### src/rtl/sort_drain_pkg.sv
// Shared parameter header and state encoding for sort_drain.
// Parameter macros may be predefined on the command line; otherwise the defaults below apply.
`ifndef SORT_DRAIN_PKG_DEFS
`define SORT_DRAIN_PKG_DEFS

`ifndef DATA_WIDTH
`define DATA_WIDTH 8
`endif
`ifndef ELEMENT_NUM
`define ELEMENT_NUM 8
`endif
`ifndef LOG2_ELEMENT_NUM
`define LOG2_ELEMENT_NUM 3
`endif

`define SD_ST_IDLE   3'd0
`define SD_ST_RUN    3'd1
`define SD_ST_DRAIN  3'd2
`define SD_ST_FINISH 3'd3
`define SD_ST_HOLD   3'd4

`endif

package sort_drain_pkg;

  typedef enum logic [2:0] {
    StIdle   = `SD_ST_IDLE,
    StRun    = `SD_ST_RUN,
    StDrain  = `SD_ST_DRAIN,
    StFinish = `SD_ST_FINISH,
    StHold   = `SD_ST_HOLD
  } sd_state_e;

  // States in which the output register may pull words from the buffer.
  function automatic logic is_drain_state(input sd_state_e s);
    return (s == StRun) || (s == StDrain);
  endfunction

endpackage

### src/rtl/drain_buf.sv
// N-deep word buffer for sort_drain: one synchronous write port, one asynchronous read port.
module drain_buf #(
  parameter int unsigned DATA_WIDTH = 8,
  parameter int unsigned DEPTH      = 8,
  parameter int unsigned ADDR_WIDTH = 3
) (
  input  logic                  i_clk,
  input  logic                  i_we,
  input  logic [ADDR_WIDTH-1:0] i_waddr,
  input  logic [DATA_WIDTH-1:0] i_wdata,
  input  logic [ADDR_WIDTH-1:0] i_raddr,
  output logic [DATA_WIDTH-1:0] o_rdata
);

  logic [DATA_WIDTH-1:0] r_mem [DEPTH];

  always_ff @(posedge i_clk) begin
    if (i_we) begin
      r_mem[i_waddr] <= i_wdata;
    end
  end

  assign o_rdata = r_mem[i_raddr];

endmodule

### src/rtl/sort_drain.sv
// Captures the sorter's fixed-rate descending burst and replays it on a valid/ready stream.
// Define SORT_DRAIN_CHECK_EN to add the sticky order_err checker and port.
module sort_drain
  import sort_drain_pkg::*;
#(
  parameter int unsigned DATA_WIDTH       = `DATA_WIDTH,
  parameter int unsigned ELEMENT_NUM      = `ELEMENT_NUM,
  parameter int unsigned LOG2_ELEMENT_NUM = `LOG2_ELEMENT_NUM
) (
  input  logic                        clk,
  input  logic                        rst,
  input  logic                        sm_valid,
  input  logic [LOG2_ELEMENT_NUM-1:0] sm_addr,
  input  logic [DATA_WIDTH-1:0]       sm_data,
  input  logic                        sm_done,
  output logic                        out_valid,
  input  logic                        out_ready,
  output logic [DATA_WIDTH-1:0]       out_data,
  output logic [LOG2_ELEMENT_NUM-1:0] out_rank,
  output logic                        out_last,
  output logic                        job_done,
  output logic                        abort,
  output logic                        busy
`ifdef SORT_DRAIN_CHECK_EN
  ,
  output logic                        order_err
`endif
);

  localparam int unsigned PTR_W = LOG2_ELEMENT_NUM + 1;
  localparam logic [PTR_W-1:0] N_PTR    = PTR_W'(ELEMENT_NUM);
  localparam logic [PTR_W-1:0] LAST_PTR = PTR_W'(ELEMENT_NUM - 1);

  sd_state_e r_state;

  logic [PTR_W-1:0]            r_wr_ptr;
  logic [PTR_W-1:0]            r_rd_ptr;
  logic                        r_out_valid;
  logic [DATA_WIDTH-1:0]       r_out_data;
  logic [LOG2_ELEMENT_NUM-1:0] r_out_rank;
  logic                        r_out_last;
  logic                        r_job_done;
  logic                        r_abort;

  logic                  w_beat;
  logic                  w_cap;
  logic                  w_load;
  logic                  w_hs;
  logic [DATA_WIDTH-1:0] w_rd_data;

  assign w_beat = sm_valid & ~sm_done;

  // Beats count only when starting a job or while RUN still has room.
  assign w_cap  = w_beat & ((r_state == StIdle) |
                            ((r_state == StRun) & (r_wr_ptr != N_PTR)));
  assign w_hs   = r_out_valid & out_ready;
  assign w_load = is_drain_state(r_state) & (r_rd_ptr != r_wr_ptr) &
                  (~r_out_valid | out_ready);

  drain_buf #(
    .DATA_WIDTH (DATA_WIDTH),
    .DEPTH      (ELEMENT_NUM),
    .ADDR_WIDTH (LOG2_ELEMENT_NUM)
  ) u_buf (
    .i_clk   (clk),
    .i_we    (w_cap),
    .i_waddr (r_wr_ptr[LOG2_ELEMENT_NUM-1:0]),
    .i_wdata (sm_data),
    .i_raddr (r_rd_ptr[LOG2_ELEMENT_NUM-1:0]),
    .o_rdata (w_rd_data)
  );

  always_ff @(posedge clk or posedge rst) begin
    if (rst) begin
      r_state     <= StIdle;
      r_wr_ptr    <= '0;
      r_rd_ptr    <= '0;
      r_out_valid <= 1'b0;
      r_out_data  <= '0;
      r_out_rank  <= '0;
      r_out_last  <= 1'b0;
      r_job_done  <= 1'b0;
      r_abort     <= 1'b0;
    end else begin
      r_job_done <= 1'b0;
      r_abort    <= 1'b0;

      if (w_cap) begin
        r_wr_ptr <= r_wr_ptr + 1'b1;
      end

      if (w_load) begin
        r_out_valid <= 1'b1;
        r_out_data  <= w_rd_data;
        r_out_rank  <= r_rd_ptr[LOG2_ELEMENT_NUM-1:0];
        r_out_last  <= (r_rd_ptr == LAST_PTR);
        r_rd_ptr    <= r_rd_ptr + 1'b1;
      end else if (w_hs) begin
        r_out_valid <= 1'b0;
      end

      case (r_state)
        StIdle: begin
          if (w_cap) begin
            r_state <= StRun;
          end
        end
        StRun: begin
          // A full buffer takes priority: a sorter reset right after the burst loses nothing.
          if (r_wr_ptr == N_PTR) begin
            r_state <= StDrain;
          end else if (!sm_valid) begin
            r_abort     <= 1'b1;
            r_out_valid <= 1'b0;
            r_wr_ptr    <= '0;
            r_rd_ptr    <= '0;
            r_state     <= StIdle;
          end
        end
        StDrain: begin
          if (w_hs && r_out_last) begin
            r_job_done <= 1'b1;
            r_state    <= StFinish;
          end
        end
        StFinish: begin
          r_wr_ptr <= '0;
          r_rd_ptr <= '0;
          r_state  <= StHold;
        end
        StHold: begin
          if (!sm_valid) begin
            r_state <= StIdle;
          end
        end
        default: begin
          r_state <= StIdle;
        end
      endcase
    end
  end

`ifdef SORT_DRAIN_CHECK_EN
  logic [DATA_WIDTH-1:0] r_prev;
  logic                  r_order_err;

  always_ff @(posedge clk or posedge rst) begin
    if (rst) begin
      r_prev      <= '0;
      r_order_err <= 1'b0;
    end else if (w_cap) begin
      if (((r_wr_ptr != '0) && (sm_data > r_prev)) ||
          (sm_addr != r_wr_ptr[LOG2_ELEMENT_NUM-1:0])) begin
        r_order_err <= 1'b1;
      end
      r_prev <= sm_data;
    end
  end

  assign order_err = r_order_err;
`else
  logic w_unused_addr;
  assign w_unused_addr = ^sm_addr;
`endif

  assign out_valid = r_out_valid;
  assign out_data  = r_out_data;
  assign out_rank  = r_out_rank;
  assign out_last  = r_out_last;
  assign job_done  = r_job_done;
  assign abort     = r_abort;
  assign busy      = (r_state != StIdle);

endmodule

### config.mk
export PLATFORM = sky130hd
export DESIGN_NAME = sort_drain
export DESIGN_NICKNAME = d
export VERILOG_FILES = /design/src/rtl/sort_drain_pkg.sv /design/src/rtl/drain_buf.sv /design/src/rtl/sort_drain.sv
export SDC_FILE = /design/constraint.sdc
export NUM_CORES = 1
export LEC_CHECK = 0
export BUFFER_PORTS_ARGS = -buffer_cell sky130_fd_sc_hd__buf_2
export CAP_MARGIN = 20
export CORE_MARGIN = 2
export CORE_UTILIZATION = 25
export CTS_BUF_LIST = sky130_fd_sc_hd__clkbuf_2
export DETAILED_ROUTE_END_ITERATION = 16
export GPL_ROUTABILITY_DRIVEN = 1
export PLACE_DENSITY = 0.49
export RECOVER_POWER = 100
export SYNTH_ARGS = -nofsm -noshare
export SYNTH_HDL_FRONTEND = slang
export SYNTH_HIERARCHICAL = 1
export SYNTH_SLANG_ARGS = --single-unit
### constraint.sdc
create_clock -name clk -period 4.9 [get_ports clk]
set_clock_uncertainty 0.2 [all_clocks]
set_input_delay 0.245 -clock clk [delete_from_list [all_inputs] [get_ports clk]]
set_output_delay 0.245 -clock clk [all_outputs]
set_load 0.005 [all_outputs]
==> results.md <==
* Syn_area_per_cell at 17.80 sq um
* Max-cap viol count at 0
* Hpwl dp at 4487 um
* Die W at 128.9 um
* CTS tree: yes
* Hold Path Class: in2reg
* IO Pins at 32
* Crit path kind: reg2reg
* Area Overhead vs Synth at 11.55%
* Post-synth EDFFs at 64
* VDD IR-drop max at 0.0001293 V
* P_sw at 0.6111 mW
* Warnings from Yosys at 6
* Max Fclk at 332.5 MHz
* Switch share at 31.92%
* First-pass GRT wire length at 11,380 um
* ANT nets after route at 0
* DRT iter0 DRCs at 181
* CTS clock-pin slew for the worst setup and hold paths at 0.22 ns
* Worst-path fanout max at 11
* Via density at 4.329
* Tcrit/Tclk final at 61.39%
* Multi-input logic area at 0.001165 sq mm
* # diodes at 0
* Delay of the slowest critical-path stage at 0.84 ns
* Most common cell after layout, fill and taps aside: edfxtp_1
* Post_cts resized at 0
* Vias at 1,987
* Internal Pwr Total at 1.303 mW
* CP required at 4.89 ns
* Worst-Margin Slew at 1.205 ns
* Most frequent cells in the layout: edfxtp_1, dfrtp_1, clkbuf_1, mux4_1
* Crit. End Element: register
* Final worst path period need at 3.008 ns
* Clock Path Buffers at 2
* Combinational power share at 27.9%
* Num CTS Buffers at 9
* WL final at 7293 um
* RSZ-0062 raised after global routing: false
* Post-Syn Area at 0.003899 sq mm
* Fin. Hold Viols at 0
* Share of cells above drive strength 1 at 17.34%
* Register area at 0.002572 sq mm
* Max-slew headroom at 19.70%
* Die area at 0.01661 sq mm
* GRT Util Overall at 9.497%
* Proportion of power drawn by the clock network at 16.6%
* Syn Nets at 238
* Fin nets at 285
* Buffers on Ports at 28
* Initial Util at 25.65%
* Drt pass-1 iters at 4
* # DRC at 0
* Root Driver: clkbuf_2
* Register bit total from synthesis at 90
* Startpoint types: register
* PwrDens at 440.2 mW/mm^2
* Final setup viols at 0
* Worst-Skew Late Latency at 0.54 ns
* Drt wl/cell at 15.89 um
* Seq/Total Area, Yosys at 65.98%
* Initial antenna violation count at 0
* Post-Syn Instances at 219
* Async SR Flop Fraction at 28.89%
* Layout fillers at 1,551
* Lkg Pwr at 1.571 nW
* Fin. max-slew vios at 0
* Data arrival, critical path at 3.00 ns
* Largest net degree at the start of global routing at 27
* Status: finished, final reports clean
* Die Y-Extent at 128.9 um
* CP cell instances: nor4b_1 > and2_0 > nand2_1 > nor2_1
* Sequential fraction of design power at 55.5%
* DP Cell Count at 428
* Core area at 0.01520 sq mm
* Non-Filler Instances at 459
* Vias in the first global route at 1,961
* # H-tree levels at 3
* Predominant post-synthesis flop cell: edfxtp_1
* GRT overflow at 0
* Setup TNS at 0 ns
* Slowest cell on crit path: nor2_1
* Gp weighted congestion at 0.7044
* Sink Count at 90
* Synth unique cells at 45
* Core Rows at 45
==> synthesized netlist by cell type (all sizes together), types with 2 or more instances <==
cell type | instances | area share, %
nand4 | 4 | 0.64
mux4 | 16 | 11
dfrtp | 26 | 17
ha | 3 | 0.96
nand2 | 11 | 1.3
nor3 | 3 | 0.38
and3b | 2 | 0.58
a21oi | 3 | 0.48
xnor2 | 5 | 1.1
mux2 | 20 | 6.5
buf | 9 | 2.3
xor2 | 2 | 0.64
nor2 | 13 | 1.3
nor4b | 2 | 0.83
mux2i | 6 | 1.5
inv | 4 | 0.38
nand3 | 2 | 0.26
edfxtp | 64 | 49
nor2b | 2 | 0.32
nand2b | 8 | 1.3
==> metrics by stage <==
step	hold slack, ns	utilization, %	instance area (sq um)	setup slack (ns)	total power, mW
6_report	0.3064	28.61	4349	1.892	1.914
5_1_grt	0.2732	28.61	4349	1.660	2.054
4_1_cts	0.2387	29.03	4413	1.991	2.017
3_5_place_dp	0.2907	27.65	4204	2.024	1.684
3_3_place_gp	0.2879	27.65	4204	2.104	1.672
2_1_floorplan	0.08502	-	3899	2.506	1.531
==> cells by family (layout without fill, tap and decap cells) <==
| family | Yosys count | count (layout) | share of synthesized area, % |
|---|---|---|---|
| AO/OA/AOI/OAI | 7 | 7 | 1.188 |
| XOR/XNOR | 7 | 7 | 1.765 |
| adder cells (fa/ha/maj) | 3 | 3 | 0.9629 |
| buffers and inverters | 14 | 66 | 2.760 |
| flip-flops | 90 | 90 | 65.98 |
| multiplexers | 42 | 42 | 18.77 |
| AND/OR/NAND/NOR | 56 | 56 | 8.569 |
==> worst paths after layout <==
path / startpoint / endpoint / slack [ns] / depth (start not counted)
setup / recovery: r_state[1] / u_buf/r_mem[6][3] / 1.89 / 4
setup reg to reg: r_state[1] / u_buf/r_mem[6][3] / 1.89 / 4
min in group asynchronous: rst / out_data[3] / 0.46 / 4
max in group asynchronous: rst / r_rd_ptr[0] / 2.69 / 5
hold / removal: out_ready / job_done / 0.31 / 4
hold reg to reg: out_data[2] / out_data[2] / 0.33 / 1
==> layout make-up <==
cell class                 count  share of cell area, %
clock buffer                  12                  1.381
clock inverter                 4                 0.6617
inverter                       4                 0.3452
multi-input combinational    115                  26.78
sequential                    90                  59.15
tap                          188                  5.409
timing repair buffer          46                  6.272
==> worst max-delay path: cells and delay by family, from the launching register on <==
family | cells | cell delay (ns)
flops | 1 | 0.55
simple gates | 4 | 1.92
==> power by group through the flow <==
stage	clock (mW)	combinational [mW]	sequential, mW
after CTS	0.338	0.610	1.07
after detailed placement	0	0.597	1.09
final	0.318	0.534	1.06
after floorplan	0	0.516	1.01
after global routing	0.370	0.597	1.09
after global placement	0	0.591	1.08
==> flip-flops by register name, indices dropped and copies added, names as in the netlist <==
register and count:
u_buf/r_mem 64, out_data 8, r_rd_ptr 4, r_wr_ptr 4, out_rank 3, r_state 3
abort 1, job_done 1, out_last 1, out_valid 1
==> per-layer routing <==
metal	GRT usage, %	wire length (um)	up-vias
met3	2.661	259	9
li1	-	-	947
met1	12.83	3683	993
met2	14.66	3246	38
met5	0	0	-
met4	3.453	104	0
==> repair_timing <==
item                                   in CTS  in global routing
endpoints found under the hold margin      98                  4
setup buffers                               0                  0
setup endpoints to repair                   0                  0
hold buffers                               12                  1
No activity file was read; power rests on OpenSTA's default activity.
